--- config.mk ---
export PLATFORM = sky130hd
export DESIGN_NAME = rgb_hue_pwm
export DESIGN_NICKNAME = d
export VERILOG_FILES = /design/src/rtl/rgb_hue_pwm.sv
export SDC_FILE = /design/constraint.sdc
export NUM_CORES = 1
export LEC_CHECK = 0
export BUFFER_PORTS_ARGS = -buffer_cell sky130_fd_sc_hd__clkbuf_2
export CAP_MARGIN = 20
export CORE_ASPECT_RATIO = 0.75
export CORE_MARGIN = 2
export CORE_UTILIZATION = 25
export CTS_CLUSTER_SIZE = 30
export DETAILED_ROUTE_END_ITERATION = 7
export GPL_TIMING_DRIVEN = 0
export PLACE_DENSITY = 0.43
export SETUP_SLACK_MARGIN = 0.2
export SLEW_MARGIN = 25
export SYNTH_ARGS = -nofsm -noshare
export SYNTH_HDL_FRONTEND = slang
export SYNTH_SLANG_ARGS = --single-unit
--- constraint.sdc ---
create_clock -name clk -period 5.7 [get_ports clk]
set_input_delay 0.855 -clock clk [delete_from_list [all_inputs] [get_ports clk]]
set_output_delay 0.855 -clock clk [all_outputs]
set_load 0.03 [all_outputs]
--- src/rtl/rgb_hue_pwm.sv ---
// Colour-wheel hue sequencer driving three brightness-scaled PWM LED channels.
// The hue walks six segments of a linear ramp; duties are latched once per PWM period.
module rgb_hue_pwm #(
  parameter int PWM_BITS    = 8,
  parameter int STEP_CYCLES = 1000,
  parameter int ACTIVE_LOW  = 1
) (
  input  logic                clk,
  input  logic                rst,
  input  logic                en,
  input  logic [1:0]          mode,
  input  logic [PWM_BITS-1:0] bright,
  output logic                RGB_R,
  output logic                RGB_G,
  output logic                RGB_B,
  output logic [2:0]          segment,
  output logic                wrap
);

  localparam int SW = (STEP_CYCLES > 1) ? $clog2(STEP_CYCLES) : 1;
  localparam logic [PWM_BITS-1:0] MAX = {PWM_BITS{1'b1}};
  localparam logic [SW-1:0] STEP_LAST = SW'(STEP_CYCLES - 1);
  localparam logic INV = (ACTIVE_LOW != 0);

  typedef enum logic [1:0] {
    MODE_FWD   = 2'b00,
    MODE_HOLD  = 2'b01,
    MODE_REV   = 2'b10,
    MODE_WHITE = 2'b11
  } mode_t;

  mode_t cur_mode;
  logic [SW-1:0] step_cnt;
  logic tick;
  logic [PWM_BITS-1:0] ramp;
  logic [PWM_BITS-1:0] pwm_cnt;
  logic [PWM_BITS-1:0] lvl_r, lvl_g, lvl_b;
  logic [PWM_BITS-1:0] duty_r, duty_g, duty_b;
  logic [PWM_BITS-1:0] lat_r, lat_g, lat_b;
  logic [PWM_BITS:0] gain;
  logic on_r, on_g, on_b;

  assign cur_mode = mode_t'(mode);
  assign tick     = en && (step_cnt == STEP_LAST);
  assign gain     = {1'b0, bright} + {{PWM_BITS{1'b0}}, 1'b1};

  always_ff @(posedge clk or posedge rst) begin
    if (rst) begin
      step_cnt <= '0;
    end else if (en) begin
      step_cnt <= tick ? '0 : step_cnt + SW'(1);
    end
  end

  // Hue position advances or retreats one ramp step per tick; hold and white freeze it.
  always_ff @(posedge clk or posedge rst) begin
    if (rst) begin
      ramp    <= '0;
      segment <= 3'd0;
      wrap    <= 1'b0;
    end else begin
      wrap <= 1'b0;
      if (tick) begin
        case (cur_mode)
          MODE_FWD: begin
            if (ramp == MAX) begin
              ramp    <= '0;
              segment <= (segment == 3'd5) ? 3'd0 : segment + 3'd1;
              wrap    <= (segment == 3'd5);
            end else begin
              ramp <= ramp + PWM_BITS'(1);
            end
          end
          MODE_REV: begin
            if (ramp == '0) begin
              ramp    <= MAX;
              segment <= (segment == 3'd0) ? 3'd5 : segment - 3'd1;
              wrap    <= (segment == 3'd0);
            end else begin
              ramp <= ramp - PWM_BITS'(1);
            end
          end
          default: ;
        endcase
      end
    end
  end

  always_comb begin
    lvl_r = '0;
    lvl_g = '0;
    lvl_b = '0;
    if (cur_mode == MODE_WHITE) begin
      lvl_r = MAX;
      lvl_g = MAX;
      lvl_b = MAX;
    end else begin
      case (segment)
        3'd0: begin lvl_r = MAX;        lvl_g = ramp;       lvl_b = '0;         end
        3'd1: begin lvl_r = MAX - ramp; lvl_g = MAX;        lvl_b = '0;         end
        3'd2: begin lvl_r = '0;         lvl_g = MAX;        lvl_b = ramp;       end
        3'd3: begin lvl_r = '0;         lvl_g = MAX - ramp; lvl_b = MAX;        end
        3'd4: begin lvl_r = ramp;       lvl_g = '0;         lvl_b = MAX;        end
        3'd5: begin lvl_r = MAX;        lvl_g = '0;         lvl_b = MAX - ramp; end
        default: ;
      endcase
    end
  end

  // Full-width product keeps level=MAX, bright=MAX mapping exactly to MAX.
  function automatic logic [PWM_BITS-1:0] scale(input logic [PWM_BITS-1:0] level,
                                               input logic [PWM_BITS:0]   g);
    logic [2*PWM_BITS:0] prod;
    prod = {{(PWM_BITS+1){1'b0}}, level} * {{PWM_BITS{1'b0}}, g};
    return PWM_BITS'(prod >> PWM_BITS);
  endfunction

  assign duty_r = scale(lvl_r, gain);
  assign duty_g = scale(lvl_g, gain);
  assign duty_b = scale(lvl_b, gain);

  // Duties are only sampled at the end of a period so a running period is never cut short.
  always_ff @(posedge clk or posedge rst) begin
    if (rst) begin
      pwm_cnt <= '0;
      lat_r   <= '0;
      lat_g   <= '0;
      lat_b   <= '0;
      on_r    <= 1'b0;
      on_g    <= 1'b0;
      on_b    <= 1'b0;
    end else begin
      pwm_cnt <= pwm_cnt + PWM_BITS'(1);
      if (pwm_cnt == MAX) begin
        lat_r <= duty_r;
        lat_g <= duty_g;
        lat_b <= duty_b;
      end
      on_r <= (pwm_cnt < lat_r);
      on_g <= (pwm_cnt < lat_g);
      on_b <= (pwm_cnt < lat_b);
    end
  end

  assign RGB_R = on_r ^ INV;
  assign RGB_G = on_g ^ INV;
  assign RGB_B = on_b ^ INV;

endmodule

### After elaboration in Yosys (flattened, before gate mapping)

Index checks and enable logic that the tools add are counted.

* register bits after elaboration: 57
* bits in latches: 0
* bits in writable memories: 0
* ROM bits: 0
* input bits: 13
* output and inout bits: 7
* memories kept: 0

* $add $sub $neg: 8
* $mul: 3
* divide/modulo/power cells: 0
* magnitude comparators: 3
* equal/unequal tests: 12
* shifts and indexed selects: 0
* muxes and demuxes: 19
* bitwise operators: 3
* reductions and logical operators: 10

Operators by type and width (count)
* $pmux 8 s3: 3
* $mul 8x9->16: 3
* $mux 8: 5
* $lt 8x8->1: 3
* $add 8x1->8 const B: 2
* $eq 8x8->1 const B: 2
* $pmux 8 s2: 1
* $mux 3: 4
* $add 10x1->10 const B: 1
* $eq 10x10->1 const B: 1
* $mux 10: 1
* $add 8x1->9 const B: 1
* $logic_not 8->1: 1
* $sub 8x1->8 const B: 1
* $sub 8x8->8 const A: 1
* $eq 3x2->1 const B: 2
* $eq 3x3->1 const B: 2
* $pmux 3 s2: 1
* $reduce_or 2->1: 3
* $eq 2x2->1 const B: 2
* $ne 2x2->1 const B: 2
* $reduce_and 4->1: 1
* $add 3x1->3 const B: 1
* $eq 3x1->1 const B: 1
* 9 further kinds: 13

### Logic depth before layout (Yosys ltp)

* word-level depth: 5
* gate-level depth with buffers: 26

### Least setup slack after synthesis

Ideal clock, no wire load.

* path type: flip-flop to flip-flop
* start point: register segment[1]
* end point: register lat_g[4]
* library setup time: 140 ps
* data arrival time: 6001 ps
* data required time: 5560 ps
* setup slack: -441 ps
* stages on the path, launching flop included: 25
* cells stage by stage: dfrtp_1 buf_6 clkbuf_1 clkbuf_1 and2_1 ha_1 buf_1 nor2_1 a21oi_2 nor2_1 or2_2 fa_1 inv_1 fa_1 fa_1 inv_1 fa_1 inv_1 ha_1 a21o_1 a21o_1 a21oi_1 a21bo_2 a2111oi_0 a211oi_1

* longest elaborated chain between the ends: 5
* elaborated cells between the ends (all ways): 8
* classes of those cells: mul (1); eq/ne (3); mux (2); reduce/logical (2)

Ends and longest elaborated chain
* from (decl): line 16 `output logic [2:0] segment,`
* from (signal assigned): line 68 `segment <= (segment == 3'd5) ? 3'd0 : segment + 3'd1;`
* from (signal assigned): line 77 `segment <= (segment == 3'd0) ? 3'd5 : segment - 3'd1;`
* $eq 3x2->1 / $eq 3x1->1 (equally long branches): line 98 `case (segment)`
* $reduce_or 2->1 (no source line)
* $pmux 8 s3 *: line 98
* $mux 8 *: line 93 `if (cur_mode == MODE_WHITE) begin`
* $mul 8x9->16 *: line 114 `prod = {{(PWM_BITS+1){1'b0}}, level} * {{PWM_BITS{1'b0}}, g};`
* to (signal assigned): line 136 `lat_g <= duty_g;`
* to (decl): line 39 `logic [PWM_BITS-1:0] lat_r, lat_g, lat_b;`

Mark *: on every way between the ends. The rest lies on a longest branch, timed or not.
A chain may end at the register's enable or synchronous reset.

### Final worst setup path

* start point: register segment[0]
* end point: register lat_g[5]

Same word-level chain as after synthesis.

==> impl_metrics.py <==
metrics = {
    "timing": {
        "relSlewSlack_pct": 29.1,
        "period_share_pct": 97.3,
        "finClkSkew_ps": 5.73,
        "rsz0062_at_grt": "true",
        "hold_viol_final": 0,
        "whs_ps": 461,
        "finalMaxSlewViolations": 0,
        "setup_viol": 0,
        "tightestPinTransition_ps": 1060,
        "clock.fmax_mhz": 180,
        "fin_crit_ps": 5550,
    },
    "floorplan": {
        "fp-row-count": 63,
        "ioPinCount": 20,
        "placeableCoreArea_mm2": 0.0394,
        "dieHeight_um": 177,
        "start_util_pct": 25.3,
        "die_w_um": 235,
        "die_area_mm2": 0.0415,
    },
    "clock_tree": {
        "cts_root_buf": "clkbuf_16",
        "clkTransAtPathRegs_ps": 60,
        "cts_made_buffers": 9,
        "ctsHtreeMaxLevel": 3,
        "cts_tree": "done",
        "hold_buffers": 0,
        "clk_latency_ps": 350,
        "clock-sinks": 57,
        "cts_buffer_depth": 2,
    },
    "setup_path": {
        "worst-path-max-fanout": 9,
        "worstPathRequired_ps": 5910,
        "reg2reg_slack_ps": 150,
        "startpoint_type": "flop",
        "cp_data_arrival_time_ps": 5760,
        "endpoint_kind": "flop",
        "reg2reg_depth": 20,
        "slowest_delay_ps": 550,
        "reg2reg_to": "lat_g[5]",
        "r2r-start": "segment[0]",
        "crit_path_top_delay_cell": "fa_1",
        "worstPathCellList": "buf_6 -> buf_4 -> or3_1 -> buf_6 -> a21oi_2 -> nor2_4 -> or2_2 -> fa_1 -> fa_1 -> inv_2 -> fa_2 -> fa_2 -> ha_4 -> a21o_1 -> a21o_1 -> a21oi_4 -> o21ai_2 -> a211oi_2 -> xor2_2 -> o21ai_1",
        "criticalPathCategory": "reg2reg",
    },
    "synthesis": {
        "ys_seq_elements": 57,
        "ys.warnings.count": 0,
        "syn_avg_cell_area_um2": 8.28,
        "ys_seq_area_share_pct": 14.3,
        "synth_edf_count": 0,
        "syn_area_mm2": 0.00997,
        "ys.flop_type": "dfrtp_1",
        "synthesis.nets": 1461,
        "async_flop_share_pct": 100,
        "synth_cells": 1204,
        "synthDistinctLibCells": 67,
    },
    "drt": {
        "routedWlPerCell_um": 16.5,
        "met3_length_um": 1450,
        "routed_wl_um": 30900,
        "drt_iter0_drc": 509,
        "viasPerCell": 4.59,
        "num_vias": 8608,
        "drtAntennaViolNets": 0,
        "drt_pass1_iterations": 5,
        "wl_met2_um": 13200,
        "drc": 0,
        "top_layer": "met4",
        "m1WireLength_um": 16100,
    },
    "cells_and_area": {
        "syn_to_final_growth_pct": 34.2,
        "fin_cells": 1877,
        "n_fill_cell": 4172,
        "regArea_mm2": 0.00143,
        "nNetsFinal": 1609,
        "layout-drive-gt1-share_pct": 26.4,
        "antenna_cells": 0,
        "multi_input_area_mm2": 0.00872,
    },
    "power_and_ir_drop": {
        "max-vdd-ir-drop_mv": 0.262,
        "power.density_mw_per_mm2": 270,
        "p_sw_mw": 1.65,
        "internal_power_mw": 1.96,
        "seq_power_share_pct": 12.9,
        "clockPowerShare_pct": 15.4,
        "switching_share_pct": 45.7,
        "p_leak_nw": 6.66,
        "p_comb_share_pct": 71.8,
    },
    "placed_design": {
        "portBuffers": 19,
        "place.gp.congestion": 0.840,
        "dp_cells": 1744,
        "dp_hpwl_um": 23800,
    },
    "hold_path": {
        "hold_path_class": "in2async",
    },
    "global_routing": {
        "antenna_found_initial": 0,
        "grtUsageTotal_pct": 15.3,
        "grt_start_max_net_pins": 37,
        "grt_pass1_wl_um": 48900,
        "grt_pass1_vias": 8573,
        "grt_overflow": 0,
    },
    "run_status": {
        "status": "completed",
    },
    "run": {
        "cap_violations": 0,
    },
}
-- power by group through the flow --
stage	clock (mW)	sequential [mW]	combinational, mW
floorplan	0	0.465	1.43
global placement	0	0.471	1.93
detailed placement	0	0.471	1.94
CTS	0.572	0.464	2.22
global route	0.588	0.470	2.90
finish	0.554	0.465	2.59
-- flip-flops by register name, summed over array words and instances (netlist names), 3 cells and up --
register / flops
lat_b: 8
ramp: 8
lat_r: 8
step_cnt: 10
segment: 3
lat_g: 8
pwm_cnt: 8
-- critical path, delay by kind of cell, from the launching register on --
| family | cells | cell delay (ps) |
|---|---|---|
| and+or+nand+nor | 3 | 760 |
| DFF | 1 | 410 |
| adders and majority gates | 5 | 2210 |
| buffers and inverters | 4 | 500 |
| AOI/OAI and AO/OA | 7 | 1200 |
| xor gates and xnor gates | 1 | 320 |
-- layout make-up --
cell class              count  area share, %
well taps                 520           4.86
clock inverters             5          0.402
repair buffers            137           8.35
plain buffers              47           3.34
clock buffers              11           1.81
multi-input cells         909           65.2
inverters                 191           5.38
flip-flops and latches     57           10.7
-- through the flow --
stage	total power [mW]	TNS (ps)	instance area [um^2]	utilization (%)	setup WS (ps)
after global placement	2.40	-16290	11000	27.8	-951
final	3.61	0	13400	33.9	154
after global routing	3.96	-58.8	13400	33.9	-23.6
after detailed placement	2.42	-16410	11000	27.9	-975
after floorplan	1.90	0	10200	-	173
after CTS	3.26	0	12600	31.9	164
-- synthesized netlist by cell type, types with 7 or more instances --
cell type  number  area, um^2
a211oi_1        8        60.1
a21o_1         17         128
a21oi_1        37         185
a31oi_1         9        56.3
and2_1         11        68.8
and3_1         13        81.3
buf_2           7        35.0
clkbuf_1       36         135
dfrtp_1        57        1430
fa_1          120        2400
ha_1          124        1550
inv_1         191         717
nand2_1        76         285
nand2b_1       27         169
nand3_1        17        85.1
nand4_1         9        56.3
nor2_1        211         792
nor2b_1        13        81.3
nor3_1         14        70.1
o21ai_0        45         225
o21ai_1        21         105
or2_2          10        62.6
xnor2_1        35         307
xor2_1         23         201
-- metal layers --
metal	up-vias	GRT usage, %
met5	-	0
met4	0	1.99
met3	13	2.35
met2	140	22.1
met1	4300	24.2
li1	4155	-
-- how the worst max path moves through the flow --
stage	start	to	slack [ps]	depth (start not counted)
floorplan	segment[1]	lat_g[4]	170	23
global placement	bright[4]	lat_g[7]	-950	20
detailed placement	bright[4]	lat_g[5]	-980	20
CTS	segment[0]	lat_g[6]	160	26
global route	segment[0]	lat_g[5]	-20	24
finish	segment[0]	lat_g[5]	150	20
-- cells in the final DEF, fill, tap and decap left out, types with 25 or more instances in the layout --
master,synthesis,routed
buf_4,0,104
xnor2_1,35,27
nor2_1,211,173
dfrtp_1,57,54
inv_1,191,182
ha_1,124,113
fa_1,120,114
nand2_1,76,70
nand2b_1,27,25
o21ai_0,45,33
-- cell families (layout without fill, tap and decap cells) --
kind of cell | after synthesis | after routing | share of synthesized area [%]
simple gates | 429 | 429 | 19.8
fa+ha+maj | 244 | 244 | 39.7
buf+inv | 238 | 391 | 9.20
compound gates | 174 | 174 | 11.5
xor+xnor | 58 | 58 | 5.10
flops | 57 | 57 | 14.3
mux | 4 | 4 | 0.427
-- timing repair --
item                                    in CTS  in global routing
endpoints found under the setup margin      24                 22
cloned                                       0                  1
buffers inserted                            71                 45
gates resized for setup                    155                109
pin swaps                                   70                 46
(Power assumes the default switching activity.)
